File: src/rtl/fp16_adder.sv
`default_nettype none
// +--------------------------------------------------------------------------+
// | fp16_adder: multi-cycle IEEE-754 binary16 adder, start/ready handshake.  |
// | Optional macro FP16_ROUND_NEAREST_EN: round-to-nearest-even (else trunc).|
// | Rev 1.0                                                                  |
// +--------------------------------------------------------------------------+
module fp16_adder #(
    parameter int EXP_W = 5,
    parameter int MAN_W = 10,
    parameter int BIAS  = 15
) (
    input  logic                   clk,
    input  logic                   reset,
    input  logic                   add,
    input  logic [EXP_W+MAN_W:0]   number1,
    input  logic [EXP_W+MAN_W:0]   number2,
    output logic [EXP_W+MAN_W:0]   result,
    output logic                   ready
);
    localparam int c_W  = EXP_W + MAN_W + 1;
    localparam int c_X  = MAN_W + 4;
    localparam int c_LZ = $clog2(c_X + 1);
    localparam int c_EW = EXP_W + 2;
    localparam logic [EXP_W-1:0]       c_EXP_INF  = EXP_W'(2 * BIAS + 1);
    localparam logic [c_W-1:0]         c_QNAN     = {1'b0, {EXP_W{1'b1}}, 1'b1, {(MAN_W-1){1'b0}}};
    localparam logic signed [c_EW-1:0] c_EXP_ZERO = '0;
    localparam logic signed [c_EW-1:0] c_EXP_OVF  = c_EW'(2 * BIAS + 1);

    typedef enum logic [2:0] {
        S_IDLE   = 3'd0,
        S_ALIGN  = 3'd1,
        S_ADDSUB = 3'd2,
        S_NORM   = 3'd3,
        S_DONE   = 3'd4
    } state_t;

    state_t               r_state, w_next;
    logic [c_W-1:0]       r_a, r_b, r_special_val, r_result;
    logic [c_X-1:0]       r_big, r_small;
    logic [c_X:0]         r_sum;
    logic [EXP_W-1:0]     r_exp;
    logic                 r_sign, r_sub, r_special;

    // Operand unpack; exponent 0 flushes the operand to zero.
    logic                 w_a_sign, w_b_sign, w_a_zero, w_b_zero, w_swap;
    logic [EXP_W-1:0]     w_a_exp, w_b_exp, w_big_exp, w_small_exp, w_diff;
    logic [MAN_W-1:0]     w_a_frac, w_b_frac;
    logic [c_W-2:0]       w_a_mag, w_b_mag;
    logic [MAN_W:0]       w_a_man, w_b_man, w_big_man, w_small_man;
    logic [2*c_X-1:0]     w_wide;
    logic [c_X-1:0]       w_small_al;
    logic                 w_special;
    logic [c_W-1:0]       w_special_val;

    assign {w_a_sign, w_a_exp, w_a_frac} = r_a;
    assign {w_b_sign, w_b_exp, w_b_frac} = r_b;
    assign w_a_zero    = (w_a_exp == '0);
    assign w_b_zero    = (w_b_exp == '0);
    assign w_a_mag     = w_a_zero ? '0 : r_a[c_W-2:0];
    assign w_b_mag     = w_b_zero ? '0 : r_b[c_W-2:0];
    assign w_a_man     = w_a_zero ? '0 : {1'b1, w_a_frac};
    assign w_b_man     = w_b_zero ? '0 : {1'b1, w_b_frac};
    assign w_swap      = (w_b_mag > w_a_mag);
    assign w_big_man   = w_swap ? w_b_man : w_a_man;
    assign w_small_man = w_swap ? w_a_man : w_b_man;
    assign w_big_exp   = w_swap ? w_b_exp : w_a_exp;
    assign w_small_exp = w_swap ? w_a_exp : w_b_exp;
    assign w_diff      = w_big_exp - w_small_exp;
    assign w_wide      = {w_small_man, 3'b000, {c_X{1'b0}}} >> w_diff;
    // Everything shifted below the S position collapses into the sticky bit.
    assign w_small_al  = (w_diff >= EXP_W'(c_X)) ? {{(c_X-1){1'b0}}, |w_small_man}
                       : {w_wide[2*c_X-1:c_X+1], w_wide[c_X] | (|w_wide[c_X-1:0])};

    always_comb begin
        w_special     = 1'b1;
        w_special_val = '0;
        if ((w_a_exp == c_EXP_INF && w_a_frac != '0) || (w_b_exp == c_EXP_INF && w_b_frac != '0))
            w_special_val = c_QNAN;
        else if (w_a_exp == c_EXP_INF && w_b_exp == c_EXP_INF && w_a_sign != w_b_sign)
            w_special_val = c_QNAN;
        else if (w_a_exp == c_EXP_INF)
            w_special_val = r_a;
        else if (w_b_exp == c_EXP_INF)
            w_special_val = r_b;
        else if (w_a_zero && w_b_zero)
            w_special_val = {w_a_sign & w_b_sign, {(c_W-1){1'b0}}};
        else
            w_special = 1'b0;
    end

    logic [c_X:0] w_sum;
    assign w_sum = r_sub ? ({1'b0, r_big} - {1'b0, r_small}) : ({1'b0, r_big} + {1'b0, r_small});

    logic [c_LZ-1:0]        w_lzc;
    logic                   w_found;
    logic [c_X-1:0]         w_norm;
    logic [c_EW-1:0]        w_nexp;
    logic                   w_round_up;
    logic [MAN_W+1:0]       w_rnd;
    logic signed [c_EW-1:0] w_fexp;
    logic [MAN_W-1:0]       w_frac;
    logic [c_W-1:0]         w_final;

    always_comb begin
        w_lzc   = '0;
        w_found = 1'b0;
        for (int i = c_X - 1; i >= 0; i--) begin
            if (!w_found) begin
                if (r_sum[i]) w_found = 1'b1;
                else          w_lzc   = w_lzc + 1'b1;
            end
        end
    end

    always_comb begin
        if (r_sum[c_X]) begin
            w_norm = {r_sum[c_X:2], r_sum[1] | r_sum[0]};
            w_nexp = {2'b00, r_exp} + c_EW'(1);
        end else begin
            w_norm = r_sum[c_X-1:0] << w_lzc;
            w_nexp = {2'b00, r_exp} - {{(c_EW-c_LZ){1'b0}}, w_lzc};
        end
    end

`ifdef FP16_ROUND_NEAREST_EN
    assign w_round_up = w_norm[2] & (w_norm[1] | w_norm[0] | w_norm[3]);
`else
    logic w_unused_grs;
    assign w_unused_grs = ^w_norm[2:0];
    assign w_round_up   = 1'b0;
`endif

    // A rounding carry leaves 1.000..0, so the fraction is simply the shifted-down value.
    assign w_rnd  = {1'b0, w_norm[c_X-1:3]} + {{(MAN_W+1){1'b0}}, w_round_up};
    assign w_fexp = w_nexp + {{(c_EW-1){1'b0}}, w_rnd[MAN_W+1]};
    assign w_frac = w_rnd[MAN_W+1] ? w_rnd[MAN_W:1] : w_rnd[MAN_W-1:0];

    always_comb begin
        if (r_special)
            w_final = r_special_val;
        else if (r_sum == '0)
            w_final = '0;
        else if (w_fexp <= c_EXP_ZERO)
            w_final = {r_sign, {(c_W-1){1'b0}}};
        else if (w_fexp >= c_EXP_OVF)
            w_final = {r_sign, c_EXP_INF, {MAN_W{1'b0}}};
        else
            w_final = {r_sign, w_fexp[EXP_W-1:0], w_frac};
    end

    always_comb begin
        w_next = r_state;
        case (r_state)
            S_IDLE:   if (add) w_next = S_ALIGN;
            S_ALIGN:  w_next = S_ADDSUB;
            S_ADDSUB: w_next = S_NORM;
            S_NORM:   w_next = S_DONE;
            S_DONE:   w_next = S_IDLE;
            default:  w_next = S_IDLE;
        endcase
    end

    always_ff @(posedge clk or posedge reset) begin
        if (reset) begin
            r_state       <= S_IDLE;
            r_a           <= '0;
            r_b           <= '0;
            r_big         <= '0;
            r_small       <= '0;
            r_exp         <= '0;
            r_sign        <= 1'b0;
            r_sub         <= 1'b0;
            r_special     <= 1'b0;
            r_special_val <= '0;
            r_sum         <= '0;
            r_result      <= '0;
        end else begin
            r_state <= w_next;
            case (r_state)
                S_IDLE: begin
                    if (add) begin
                        r_a <= number1;
                        r_b <= number2;
                    end
                end
                S_ALIGN: begin
                    r_big         <= {w_big_man, 3'b000};
                    r_small       <= w_small_al;
                    r_exp         <= w_big_exp;
                    r_sign        <= w_swap ? w_b_sign : w_a_sign;
                    r_sub         <= w_a_sign ^ w_b_sign;
                    r_special     <= w_special;
                    r_special_val <= w_special_val;
                end
                S_ADDSUB: r_sum    <= w_sum;
                S_NORM:   r_result <= w_final;
                default: ;
            endcase
        end
    end

    assign result = r_result;
    assign ready  = (r_state == S_DONE);

endmodule
`default_nettype wire

File: config.mk
export PLATFORM = sky130hd
export DESIGN_NAME = fp16_adder
export DESIGN_NICKNAME = d
export VERILOG_FILES = /design/src/rtl/fp16_adder.sv
export SDC_FILE = /design/constraint.sdc
export NUM_CORES = 1
export LEC_CHECK = 0
export BUFFER_PORTS_ARGS = -buffer_cell sky130_fd_sc_hd__clkbuf_2
export CAP_MARGIN = 25
export CORE_ASPECT_RATIO = 0.75
export CORE_MARGIN = 8
export CORE_UTILIZATION = 55
export DETAILED_ROUTE_END_ITERATION = 8
export GPL_TIMING_DRIVEN = 0
export PLACE_DENSITY = 0.84
export SLEW_MARGIN = 10
export SYNTH_ARGS = -nofsm -noshare
export SYNTH_HDL_FRONTEND = slang
export SYNTH_SLANG_ARGS = --single-unit
File: constraint.sdc
create_clock -name clk -period 18.3 [get_ports clk]
set_input_delay 1.83 -clock clk [delete_from_list [all_inputs] [get_ports clk]]
set_output_delay 1.83 -clock clk [all_outputs]
set_load 0.01 [all_outputs]
==> results of run 1 <==
-- through the flow --
stage | worst slack (ps) | std cells | util | hold slack (ps) | cell area [um^2]
final | 7850 | 1409 | 0.622 | 484 | 10300
after global routing | 7250 | 1409 | 0.622 | 488 | 10300
after CTS | 8090 | 1409 | 0.622 | 484 | 10300
after detailed placement | 8150 | 1379 | 0.588 | 468 | 9770
after global placement | 8310 | 1378 | 0.586 | 462 | 9730
after floorplan | 9600 | 1112 | - | 445 | 9210
-- synth_stat cells (4+ instances only) --
master / count / share of area
nand2_1: 129 / 0.053
dfrtp_1: 115 / 0.31
o21ai_0: 92 / 0.050
nor2_1: 80 / 0.033
a21oi_1: 77 / 0.042
inv_1: 58 / 0.024
clkbuf_1: 56 / 0.023
ha_1: 56 / 0.076
nand3_1: 42 / 0.023
mux2_2: 41 / 0.050
mux2i_1: 28 / 0.030
and2_1: 23 / 0.016
o21a_1: 23 / 0.019
a31oi_1: 22 / 0.015
nor3_1: 20 / 0.011
xnor2_1: 18 / 0.017
a211oi_1: 15 / 0.012
and3_1: 13 / 0.0088
nand2b_1: 11 / 0.0075
nor2b_1: 11 / 0.0075
o31ai_1: 11 / 0.0090
xor2_1: 11 / 0.010
o22ai_1: 9 / 0.0061
or3_1: 9 / 0.0061
nor4_1: 8 / 0.0054
a221o_1: 6 / 0.0065
o211ai_1: 6 / 0.0049
a21o_1: 5 / 0.0041
or2_2: 5 / 0.0034
a21boi_0: 4 / 0.0033
a221oi_1: 4 / 0.0038
a22o_1: 4 / 0.0038
buf_2: 4 / 0.0022
buf_6: 4 / 0.0049
nor3b_1: 4 / 0.0033
nor4b_1: 4 / 0.0038
o21bai_1: 4 / 0.0033
-- layout make-up --
cell class / instances / area [um^2]
well taps: 215 / 269
plain buffers: 67 / 294
fillers: 1423 / 6290
clock inverters: 9 / 108
multi-input cells: 871 / 5820
repair buffers: 52 / 283
flip-flops and latches: 115 / 2880
clock buffers: 21 / 460
inverters: 59 / 226
-- logic make-up after synthesis --
| logic type | after synthesis | share of synthesized area |
|---|---|---|
| mux | 72 | 0.0871 |
| compound gates | 321 | 0.220 |
| flops | 115 | 0.313 |
| buf+inv | 126 | 0.0560 |
| fa+ha+maj | 59 | 0.0815 |
| simple gates | 387 | 0.209 |
| xor+xnor | 32 | 0.0336 |
-- registers in the layout, indices dropped and copies added, names as in the netlist --
signal	cells
r_special_val	16
r_sub	1
r_b	16
r_sum	15
r_special	1
r_exp	5
result	16
r_big	11
r_state	3
r_a	16
r_small	14
r_sign	1
-- per-layer routing --
metal	vias to the layer above	part of all wire	GRT usage
met4	0	0.015	0.0728
met5	-	0	0
met3	45	0.12	0.0716
met2	479	0.41	0.362
li1	4143	-	-
met1	4325	0.46	0.388
-- worst reg2reg max path, delay by kind of cell (launching register included) --
family,cells,cell delay (ps)
DFF,1,410
adders and majority gates,6,1770
AOI/OAI and AO/OA,14,3340
and+or+nand+nor,9,1910
buffers and inverters,4,880
xor gates and xnor gates,7,1560
muxes,2,460
-- cell usage in the layout (no fill, tap or decap), drive strengths merged, types with 12 or more instances in the layout --
cell	Yosys	layout
o21ai	95	95
and2	25	25
inv	59	59
xnor2	20	20
nor3	22	22
mux2	42	42
ha	56	56
clkbuf	56	128
a211oi	15	15
nor2	82	82
and3	13	13
dfrtp	115	115
nor4	12	12
a31oi	22	22
o21a	23	23
a21oi	77	77
nand2	130	130
mux2i	28	28
nand3	43	43
buf	11	12
-- worst max-delay path by stage --
stage                                      from  slack, ps                    end
after detailed placement  r_sum[13]$_DFFE_PP0N_       8150  result[6]$_DFFE_PP0P_
final                     r_sum[13]$_DFFE_PP0N_       7850  result[6]$_DFFE_PP0P_
after global routing      r_sum[13]$_DFFE_PP0N_       7250  result[5]$_DFFE_PP0P_
after floorplan           r_sum[13]$_DFFE_PP0N_       9600  result[7]$_DFFE_PP0P_
after global placement    r_sum[13]$_DFFE_PP0N_       8310  result[6]$_DFFE_PP0P_
after CTS                 r_sum[13]$_DFFE_PP0N_       8090  result[6]$_DFFE_PP0P_
==> metrics.yaml, run 1 <==
status:
  outcome: "complete, no violations"
global_route:
  antenna_found_initial: 0
  grt_start_max_net_pins: 73
  grt_pass1_vias: 8510
  grtUsageTotal: 0.262
  grt_overflow_total: 0
  grt_first_pass_wirelength_um: 44100
sta:
  finalHoldViolCount: 0
  finalSetupViolations: 0
  fmax_mhz: 95.7
  fin_crit_ps: 10450
  finalMaxSlewViolations: 0
  skew_ps: 9.74
  max_slew.worst_pin.slew_ps: 858
  relSlewSlack: 0.420
  setup_tns_ps: 0
  rsz0062_at_grt: "no"
  fin_crit_sh: 0.571
hold_path:
  worstHoldStart: "r_special_val[3]$_DFFE_PP0P_"
  min_to: "r_special_val[3]$_DFFE_PP0P_"
  hold_path_depth: 1
  min-delay-path-class: "reg -> reg"
clock_network:
  path_clk_slew_ps: 50
  cts_hold_buf: 0
  clock_latency_ps: 430
  numCtsBuffers: 17
  post-cts-setup-buffers: 0
  cts.sinks: 115
  cts_tree: "built"
  ctsResizeCount: 0
  htreeDepth: 4
  cts_root_buf: "clkbuf_16"
  clock_path_buffers: 2
route:
  vias: 8992
  postRouteAntennaNets: 0
  dr.pass1.iters: 7
  drt-vias-per-instance: 6.38
  avgRoutedWirePerCell_um: 19.1
  drc: 0
  wirelength_um: 26900
  first_iter_violations: 1115
setup_path:
  path_buf_inv: 4
  ff2ff_path_depth: 42
  setup.worst_path.end_class: "register"
  crit_path_max_incr_delay_ps: 600
  crit_top_cell: "ha_1"
  cp_top_family: "compound AO/OA/AOI/OAI gates"
  path_depth: 42
  timing.rr.end: "result[6]$_DFFE_PP0P_"
  reg2reg_from: "r_sum[13]$_DFFE_PP0N_"
  reg2reg_slack_ps: 7850
  cp.required_ps: 18600
  cp_data_arrival_time_ps: 10750
  crit_path_start_kind: "register"
  critical_path_peak_fanout: 10
  slowest_stage: "o31ai_1"
  critical_path_class: "reg -> reg"
logic_synthesis:
  syn_nets: 1205
  synth_seq_area_share: 0.313
  synth_cell_types: 87
  synth_cells: 1112
  avgSynthCellArea_um2: 8.28
  ys_warn_count: 0
  ys.flop_type: "dfrtp_1"
  ys_ff_latch: 115
  async_reset_ff_frac: 1.00
  synth_edf_count: 0
  synth_area_um2: 9210
placement:
  place.gp.congestion: 0.982
  port_buffers: 51
  hpwl_um: 20500
finish:
  area_growth_pct: 12.2
  nets: 1276
  n_antenna_cell: 0
  final_layout_size_suffix_gt1_frac: 0.137
die:
  initial_utilization: 0.554
  chipHeight_um: 128
  io_pins: 52
  num_rows: 41
  fp.dieW_um: 165
  dieArea_um2: 21200
  core_area_um2: 16600
run:
  drv_cap: 0
Power of run 1 is not shown: default switching activity piles up to over one toggle a cycle in this logic, so the estimate is an artifact.
==> inputs of run 2 (changes only) <==
--- a/config.mk
+++ b/config.mk
@@ -12,7 +12,7 @@
 export CORE_UTILIZATION = 55
 export DETAILED_ROUTE_END_ITERATION = 8
 export GPL_TIMING_DRIVEN = 0
-export PLACE_DENSITY = 0.84
+export PLACE_DENSITY = 0.87
 export SLEW_MARGIN = 10
 export SYNTH_ARGS = -nofsm -noshare
 export SYNTH_HDL_FRONTEND = slang
==> constraint.sdc (replaced) <==
create_clock -name clk -period 9.5 [get_ports clk]
set_input_delay 0.95 -clock clk [delete_from_list [all_inputs] [get_ports clk]]
set_output_delay 0.95 -clock clk [all_outputs]
set_load 0.01 [all_outputs]
==> run 2 against run 1 <==
Compared with the run above:
- design area increased by 2.7%
- cell count is 0.78% higher
- via count grew 0.88%
- worst setup slack worse by 7500 ps
- maximum frequency grew 15%
- clock-buffer cell count stayed put
- register-to-register slack got worse by 7500 ps
- sequential share of layout area decreased by 0.72 points
- wire length up 1.7%
- hold slack lost 1.6 ps
- critical path depth down 2
- utilization grew 1.7 points
- critical path type unchanged
==> metrics.yaml, run 2 (synthesis results as in run 1) <==
status:
  outcome: "complete, no violations"
route:
  avgRoutedWirePerCell_um: 19.3
  vias: 9071
  dr.pass1.iters: 6
  wirelength_um: 27400
  drt-vias-per-instance: 6.39
  drc: 0
  postRouteAntennaNets: 0
  first_iter_violations: 1040
global_route:
  grtUsageMet3: 0.0918
  grt_overflow_total: 0
  grt_first_pass_wirelength_um: 44600
  top_usage_layer: "met1"
  antenna_found_initial: 0
  grt_pass1_vias: 8531
  grtUsageMet1: 0.386
  grt_start_max_net_pins: 64
  grtUsageTotal: 0.266
  use_met2: 0.369
clock_network:
  path_clk_slew_ps: 60
  htreeDepth: 4
  cts_tree: "built"
  cts_root_buf: "clkbuf_16"
  clock_path_buffers: 2
  clock_latency_ps: 430
  cts.sinks: 115
  numCtsBuffers: 17
setup_path:
  reg2reg_from: "r_sum[13]$_DFFE_PP0N_"
  crit_path_max_incr_delay_ps: 410
  cp_data_arrival_time_ps: 9410
  crit_path_start_kind: "register"
  reg2reg_slack_ps: 390
  cp.required_ps: 9800
  ff2ff_path_depth: 40
  timing.rr.end: "result[5]$_DFFE_PP0P_"
  setup.worst_path.end_class: "register"
  critical_path_peak_fanout: 10
  crit_top_cell: "ha_1"
  slowest_stage: "dfrtp_1"
  crit_start: "r_sum[13]$_DFFE_PP0N_"
  critical_path_class: "reg -> reg"
sta:
  fin_crit_sh: 0.959
  fmax_mhz: 110
  finalSetupViolations: 0
  relSlewSlack: 0.375
  setup_tns_ps: 0
  finalMaxSlewViolations: 0
  max_slew.worst_pin.slew_ps: 930
  skew_ps: 10.5
  finalHoldViolCount: 0
  fin_crit_ps: 9110
hold_path:
  min-delay-path-class: "reg -> reg"
  hold_path_depth: 1
  min_to: "r_special_val[3]$_DFFE_PP0P_"
  worstHoldStart: "r_special_val[3]$_DFFE_PP0P_"
die:
  chipHeight_um: 128
  dieArea_um2: 21200
  core_area_um2: 16600
  num_rows: 41
  io_pins: 52
  initial_utilization: 0.554
  fp.dieW_um: 165
finish:
  nets: 1285
  n_antenna_cell: 0
  final_common_cell: "nand2_1"
  final_layout_size_suffix_gt1_frac: 0.163
  area_growth_pct: 15.2
  n_fill_cell: 1414
  mostFrequentLayoutCells: "nand2_1, dfrtp_1, o21ai_0, nor2_1, a21oi_1"
placement:
  hpwl_um: 20400
  port_buffers: 51
  place.gp.congestion: 0.992
run:
  drv_cap: 0
[run 2: per-stage QoR]
step	std cells	hold WS [ps]	util	instance area [um^2]	setup WS (ps)
global placement	1378	461	0.586	9730	-441
global route	1420	511	0.638	10600	-15.8
finish	1420	483	0.638	10600	393
CTS	1413	482	0.629	10500	0.382
floorplan	1112	445	-	9210	804
detailed placement	1379	464	0.588	9770	-589
[run 2: area by class of cell]
class                   count  area (um^2)  share of cell area
multi-input cells         871         5950               0.561
plain buffers              66          295              0.0278
clock inverters            11          149              0.0140
clock buffers              21          480              0.0453
inverters                  59          226              0.0213
flip-flops and latches    115         2880               0.271
repair buffers             62          358              0.0337
well taps                 215          269              0.0254
[run 2: worst max path at each step]
stage                     slack [ps]                    end
after global placement          -440  result[5]$_DFFE_PP0P_
final                            390  result[5]$_DFFE_PP0P_
after CTS                        0.4  result[5]$_DFFE_PP0P_
after floorplan                  800  result[7]$_DFFE_PP0P_
after detailed placement        -590  result[6]$_DFFE_PP0P_
after global routing             -20  result[5]$_DFFE_PP0P_
[run 2: layer usage]
metal | vias up | routed length, um | share of wire
li1 | 4158 | - | -
met1 | 4385 | 12400 | 0.45
met2 | 476 | 11500 | 0.42
met3 | 52 | 3120 | 0.11
met4 | 0 | 361 | 0.013
met5 | - | 0 | 0
[run 2: worst max-delay path, delay by kind of cell (launching register included)]
family	cells	cell delay, ps
mux	2	620
xor+xnor	6	1190
fa+ha+maj	7	1930
compound gates	12	2400
flops	1	410
simple gates	10	1950
buf+inv	3	470
[run 2: repair_timing]
| item | 4_1_cts | 5_1_grt |
|---|---|---|
| setup buffers | 2 | 8 |
| endpoints found under the setup margin | 8 | 9 |
| resized for setup | 12 | 20 |
| hold buffers | 0 | 0 |
| pin swaps | 2 | 8 |
| cloned | 0 | 0 |
Power of run 2 is left out for the same reason.
